<file path="src/rtl/ram_access_ctrl.sv">
// Request sequencer in front of the data RAM / SFR block: turns one byte, bit or
// read-modify-write request at a time into ordered single-cycle rd/wr strobes.
module ram_access_ctrl #(
  parameter int unsigned ADDRESS_WIDTH = 8
) (
  input  logic                     clock,
  input  logic                     reset,
  input  logic                     req_valid,
  output logic                     req_ready,
  input  logic [2:0]               req_op,
  input  logic [ADDRESS_WIDTH-1:0] req_addr,
  input  logic [7:0]               req_data,
  input  logic                     req_bit,
  output logic                     resp_valid,
  input  logic                     resp_ready,
  output logic [7:0]               resp_data,
  output logic                     resp_bit,
  output logic                     resp_err,
  output logic [ADDRESS_WIDTH-1:0] mem_addr,
  output logic                     mem_rd,
  output logic                     mem_wr,
  output logic                     mem_is_bit,
  output logic [7:0]               mem_in_data,
  output logic                     mem_in_bit,
  input  logic [7:0]               mem_out,
  input  logic                     mem_out_bit
);

  localparam int unsigned DATA_WIDTH = 8;

  localparam logic [2:0] OP_RDB   = 3'b000;
  localparam logic [2:0] OP_WRB   = 3'b001;
  localparam logic [2:0] OP_RDBIT = 3'b010;
  localparam logic [2:0] OP_WRBIT = 3'b011;
  localparam logic [2:0] OP_INC   = 3'b100;
  localparam logic [2:0] OP_DEC   = 3'b101;
  localparam logic [2:0] OP_CPL   = 3'b110;
  localparam logic [2:0] OP_RSV   = 3'b111;

  typedef enum logic [2:0] {IDLE, READ, CAPT, WRITE, DONE} state_t;

  state_t                   state, state_nxt;
  logic [2:0]               op_q;
  logic                     accept;

  logic [ADDRESS_WIDTH-1:0] mem_addr_nxt;
  logic                     mem_rd_nxt, mem_wr_nxt, mem_is_bit_nxt, mem_in_bit_nxt;
  logic [DATA_WIDTH-1:0]    mem_in_data_nxt, resp_data_nxt;
  logic                     resp_valid_nxt, resp_bit_nxt, resp_err_nxt;

  assign req_ready = (state == IDLE);
  assign accept    = req_valid && req_ready;

  // State register
  always_ff @(posedge clock or negedge reset) begin
    if (!reset) state <= IDLE;
    else        state <= state_nxt;
  end

  // Next state and next values of the registered outputs
  always_comb begin
    state_nxt       = state;
    mem_rd_nxt      = 1'b0;
    mem_wr_nxt      = 1'b0;
    mem_addr_nxt    = mem_addr;
    mem_is_bit_nxt  = mem_is_bit;
    mem_in_data_nxt = mem_in_data;
    mem_in_bit_nxt  = mem_in_bit;
    resp_valid_nxt  = resp_valid;
    resp_data_nxt   = resp_data;
    resp_bit_nxt    = resp_bit;
    resp_err_nxt    = resp_err;

    case (state)
      IDLE: begin
        if (req_valid) begin
          resp_err_nxt = 1'b0;
          case (req_op)
            OP_WRB, OP_WRBIT: begin
              state_nxt       = WRITE;
              mem_wr_nxt      = 1'b1;
              mem_addr_nxt    = req_addr;
              mem_is_bit_nxt  = (req_op == OP_WRBIT);
              mem_in_data_nxt = req_data;
              mem_in_bit_nxt  = req_bit;
              resp_data_nxt   = req_data;
              resp_bit_nxt    = req_bit;
            end
            OP_RSV: begin
              state_nxt      = DONE;
              resp_valid_nxt = 1'b1;
              resp_err_nxt   = 1'b1;
            end
            default: begin
              state_nxt      = READ;
              mem_rd_nxt     = 1'b1;
              mem_addr_nxt   = req_addr;
              mem_is_bit_nxt = (req_op == OP_RDBIT) || (req_op == OP_CPL);
            end
          endcase
        end
      end
      READ: state_nxt = CAPT;
      CAPT: begin
        // Response always reports the value before modification
        resp_data_nxt = mem_out;
        resp_bit_nxt  = mem_out_bit;
        case (op_q)
          OP_INC: begin
            state_nxt       = WRITE;
            mem_wr_nxt      = 1'b1;
            mem_in_data_nxt = mem_out + DATA_WIDTH'(1);
          end
          OP_DEC: begin
            state_nxt       = WRITE;
            mem_wr_nxt      = 1'b1;
            mem_in_data_nxt = mem_out - DATA_WIDTH'(1);
          end
          OP_CPL: begin
            state_nxt      = WRITE;
            mem_wr_nxt     = 1'b1;
            mem_in_bit_nxt = ~mem_out_bit;
          end
          default: begin
            state_nxt      = DONE;
            resp_valid_nxt = 1'b1;
          end
        endcase
      end
      WRITE: begin
        state_nxt      = DONE;
        resp_valid_nxt = 1'b1;
      end
      DONE: begin
        if (resp_ready) begin
          state_nxt      = IDLE;
          resp_valid_nxt = 1'b0;
        end
      end
      default: state_nxt = IDLE;
    endcase
  end

  // Registered outputs and latched opcode
  always_ff @(posedge clock or negedge reset) begin
    if (!reset) begin
      op_q        <= OP_RDB;
      mem_addr    <= '0;
      mem_rd      <= 1'b0;
      mem_wr      <= 1'b0;
      mem_is_bit  <= 1'b0;
      mem_in_data <= '0;
      mem_in_bit  <= 1'b0;
      resp_valid  <= 1'b0;
      resp_data   <= '0;
      resp_bit    <= 1'b0;
      resp_err    <= 1'b0;
    end else begin
      if (accept) op_q <= req_op;
      mem_addr    <= mem_addr_nxt;
      mem_rd      <= mem_rd_nxt;
      mem_wr      <= mem_wr_nxt;
      mem_is_bit  <= mem_is_bit_nxt;
      mem_in_data <= mem_in_data_nxt;
      mem_in_bit  <= mem_in_bit_nxt;
      resp_valid  <= resp_valid_nxt;
      resp_data   <= resp_data_nxt;
      resp_bit    <= resp_bit_nxt;
      resp_err    <= resp_err_nxt;
    end
  end

endmodule

</file>
<file path="config.mk">
export PLATFORM = sky130hd
export DESIGN_NAME = ram_access_ctrl
export DESIGN_NICKNAME = d
export VERILOG_FILES = /design/src/rtl/ram_access_ctrl.sv
export SDC_FILE = /design/constraint.sdc
export NUM_CORES = 1
export LEC_CHECK = 0
export CAP_MARGIN = 20
export CORE_AREA = 8 8 78 80
export DETAILED_ROUTE_END_ITERATION = 8
export DIE_AREA = 0 0 86 88
export GPL_TIMING_DRIVEN = 0
export PLACE_DENSITY_LB_ADDON = 0.12
export REMOVE_ABC_BUFFERS = 1
export SLEW_MARGIN = 20
export SYNTH_ARGS = -nofsm -noshare
export SYNTH_HDL_FRONTEND = slang
export SYNTH_SLANG_ARGS = --single-unit
</file>
<file path="constraint.sdc">
create_clock -name clock -period 2.28 [get_ports clock]
set_input_delay 0.456 -clock clock [delete_from_list [all_inputs] [get_ports clock]]
set_output_delay 0.456 -clock clock [all_outputs]
set_load 0.02 [all_outputs]
</file>
==> out/results.ini, run 1 <==
[clock_tree]
h-tree-depth=2
clkTransAtPathRegs_ns=0.08
cts_buffer_depth=2
cts_made_buffers=5
clock_latency_ns=0.29
cts_tree=built
cts_sinks=37
ctsRootBufferMaster=clkbuf_8

[global_routing]
grt_pass1_vias=1725
grt_pass1_wl_microns=8230
grt_max_degree=21
grt.total_usage=0.138
grt_overflow=0
antenna_found_initial=0

[synthesis]
synth_warnings=0
synth_fa_ha_area_frac=0.0489
yosys-top-cells-area=dfrtp_1, mux2_2, nand2_1
synthSimpleGateAreaFrac=0.169
synth_seq_area_share=0.476
avgSynthCellArea_sq_um=9.73
postSynthCellCount=200
synth-edff-count=0
ys_ff_latch=37
synth_top_cell_by_area=dfrtp_1
synthXorXnorAreaFrac=0.00900
ys.flop_type=dfrtp_1
synth_compound_area_frac=0.185
ys_async_sr_fraction=1.00
synth_area_sq_um=1950
yosysUniqueCellTypes=40
synth_top_family_by_area=compound AO/OA/AOI/OAI gates
synth_top_area_frac=0.476
synthMuxAreaShare=0.0740

[timing]
clock-skew-final_ns=0.00787
finalHoldViolCount=0
worst_slew_pin_slew_ns=0.616
fmax_ghz=0.455
setup-violations-final=0
period_needed_ns=2.20
relSlewSlack=0.587
fin_ws_ns=0.0810
fin_crit_sh=0.964
slew_viol_final=0

[detailed_routing]
via_count=1752
final_antenna_net_count=0
wl_per_cell_microns=15.3
drcViolationCount=0
wirelength_microns=5240
first_pass_iters=4
vias_per_cell=5.12
drt_iter0_drc=74

[floorplan]
start_util=0.396
pin_count=65
die_y_microns=88
dieArea_sq_um=7570
fp.dieW_microns=86
core_sq_um=4910
num_rows=26

[critical_path]
cp-start-kind=register
end_kind=register
r2r_setup_slack_ns=0.08
worstSetupEndpoint=mem_in_data[6]
cp-startpoint=op_q[1]
r2r_end=mem_in_data[6]
path_max_fanout=5
worst_ep_arrival_time_ns=2.42
path_class=reg -> reg
required_ns=2.50
r2r-start=op_q[1]
r2r_cells=9

[finish]
nNetsFinal=312
diodes=0
drive_gt1_frac=0.151
area_delta_synth_final_pct=48.4
finish.utilization=0.588

[job]
max_cap_viol_count=0

[run_status]
status=finished clean

[power_and_ir_drop]
power_density_nw_per_um2=1370
peakVddDrop_mv=0.643
p_leak_uw=0.00124
total_power_uw=3940

[hold_path]
hold_class=in -> async

[placement]
dp_hpwl_microns=3830
portBuffers=64
gp_congestion=0.800
pre_cts_ws_ns=-0.598

-- layout by cell type (no fill, tap or decap), drive strengths merged, types with 3 or more instances in the layout --
master / instances
o21bai: 3
nor3: 5
o21a: 4
a211oi: 4
nand2: 26
clkdlybuf4s50: 61
o211ai: 3
o21ai: 8
clkbuf: 6
mux2: 11
nor2: 15
ha: 6
dfrtp: 37
nor2b: 4
a222oi: 3
a21oi: 16
nand3: 9
buf: 11
inv: 8
-- power breakdown --
part / switching [uW] / internal, uW
Combinational: 1150 / 1120
Clock: 241 / 239
Sequential: 223 / 973
Total: 1610 / 2330
-- worst min path at each step --
| stage | slack (ns) | from | end | cells past startpoint |
|---|---|---|---|---|
| 6_report | 0.11 | reset | resp_data[0] | 1 |
| 5_1_grt | 0.14 | reset | resp_data[0] | 1 |
| 4_1_cts | 0.12 | reset | resp_data[0] | 1 |
| 3_5_place_dp | 0.44 | reset | mem_in_data[3] | 1 |
| 3_3_place_gp | 0.46 | resp_data[3] | resp_data[3] | 2 |
| 2_1_floorplan | 0.16 | reset | mem_addr[0] | 0 |
-- synth_stat cells, types with 2 or more instances --
cell,instances
dfrtp_1,37
nand2_1,26
a21oi_1,16
nor2_1,15
mux2_2,11
nand3_1,9
inv_1,8
o21ai_0,8
clkbuf_1,6
ha_1,6
nor3_1,5
a211oi_1,4
nor2b_1,4
o21a_1,4
a222oi_1,3
o211ai_1,3
o21bai_1,3
a211o_1,2
a21o_1,2
buf_2,2
mux2i_1,2
nand2b_1,2
nand3b_1,2
nor3b_1,2
o22a_1,2
o31ai_1,2
-- per-stage QoR --
stage | TNS, ns | instance area [sq um] | std cells | hold WS, ns
floorplan | 0 | 1900 | 191 | 0.160
global placement | -14.52 | 2630 | 325 | 0.464
detailed placement | -5.73 | 2670 | 327 | 0.438
CTS | -0.183 | 2770 | 334 | 0.117
global route | -0.00325 | 2890 | 342 | 0.137
finish | 0 | 2890 | 342 | 0.112
-- worst max-delay path, stage by stage, from the launching register on --
cell	delay, ns
dfrtp_1	0.43
nor2b_2	0.15
nand2_2	0.10
inv_4	0.10
ha_4	0.21
nor2b_4	0.13
o31a_1	0.31
o21a_1	0.21
or4_1	0.41
nand3_1	0.08
-- kinds of logic (layout without fill, tap and decap cells) --
group	Yosys count	in the layout
AOI/OAI and AO/OA	54	54
buffers and inverters	17	89
adders and majority gates	7	7
DFF	37	37
xor gates and xnor gates	2	2
and+or+nand+nor	70	70
muxes	13	13
-- state kept, by name, indices dropped and copies added, names as in the netlist --
register and count:
mem_rd 1, resp_bit 1, mem_addr 8, op_q 3, mem_is_bit 1, resp_err 1, mem_wr 1, resp_valid 1
resp_data 8, state 3, mem_in_bit 1, mem_in_data 8
-- per-layer routing --
metal	share of wire	track usage	vias to the layer above	wire length (microns)
met5	0	0	-	0
met4	0.010	0.0382	0	53
met3	0.082	0.0422	6	429
met2	0.49	0.233	53	2570
met1	0.42	0.165	828	2200
li1	-	-	865	-
-- area by class of cell --
cell class              count  area, sq um
clock inverters             1         7.51
repair buffers             74          736
fillers                   431         2030
inverters                   8         32.5
clock buffers               6         82.6
flip-flops and latches     37          926
multi-input cells         146         1010
well taps                  70         87.6
-- repair_timing --
item,in CTS,in global routing
setup buffers,0,8
resized for setup,6,11
pin swaps,0,6
endpoints found under the setup margin,11,6
gates cloned,0,0
hold buffers,0,0
Note: power is estimated with default switching activity, not from simulation.
==> inputs of run 2 (changes only) <==
--- a/config.mk
+++ b/config.mk
@@ -7,6 +7,7 @@
 export LEC_CHECK = 0
 export CAP_MARGIN = 20
 export CORE_AREA = 8 8 78 80
+export CTS_CLUSTER_SIZE = 16
 export DETAILED_ROUTE_END_ITERATION = 8
 export DIE_AREA = 0 0 86 88
 export GPL_TIMING_DRIVEN = 0
==> results of run 2 <==
Same layout as run 1: the final DEF is identical, and so are final timing and power.
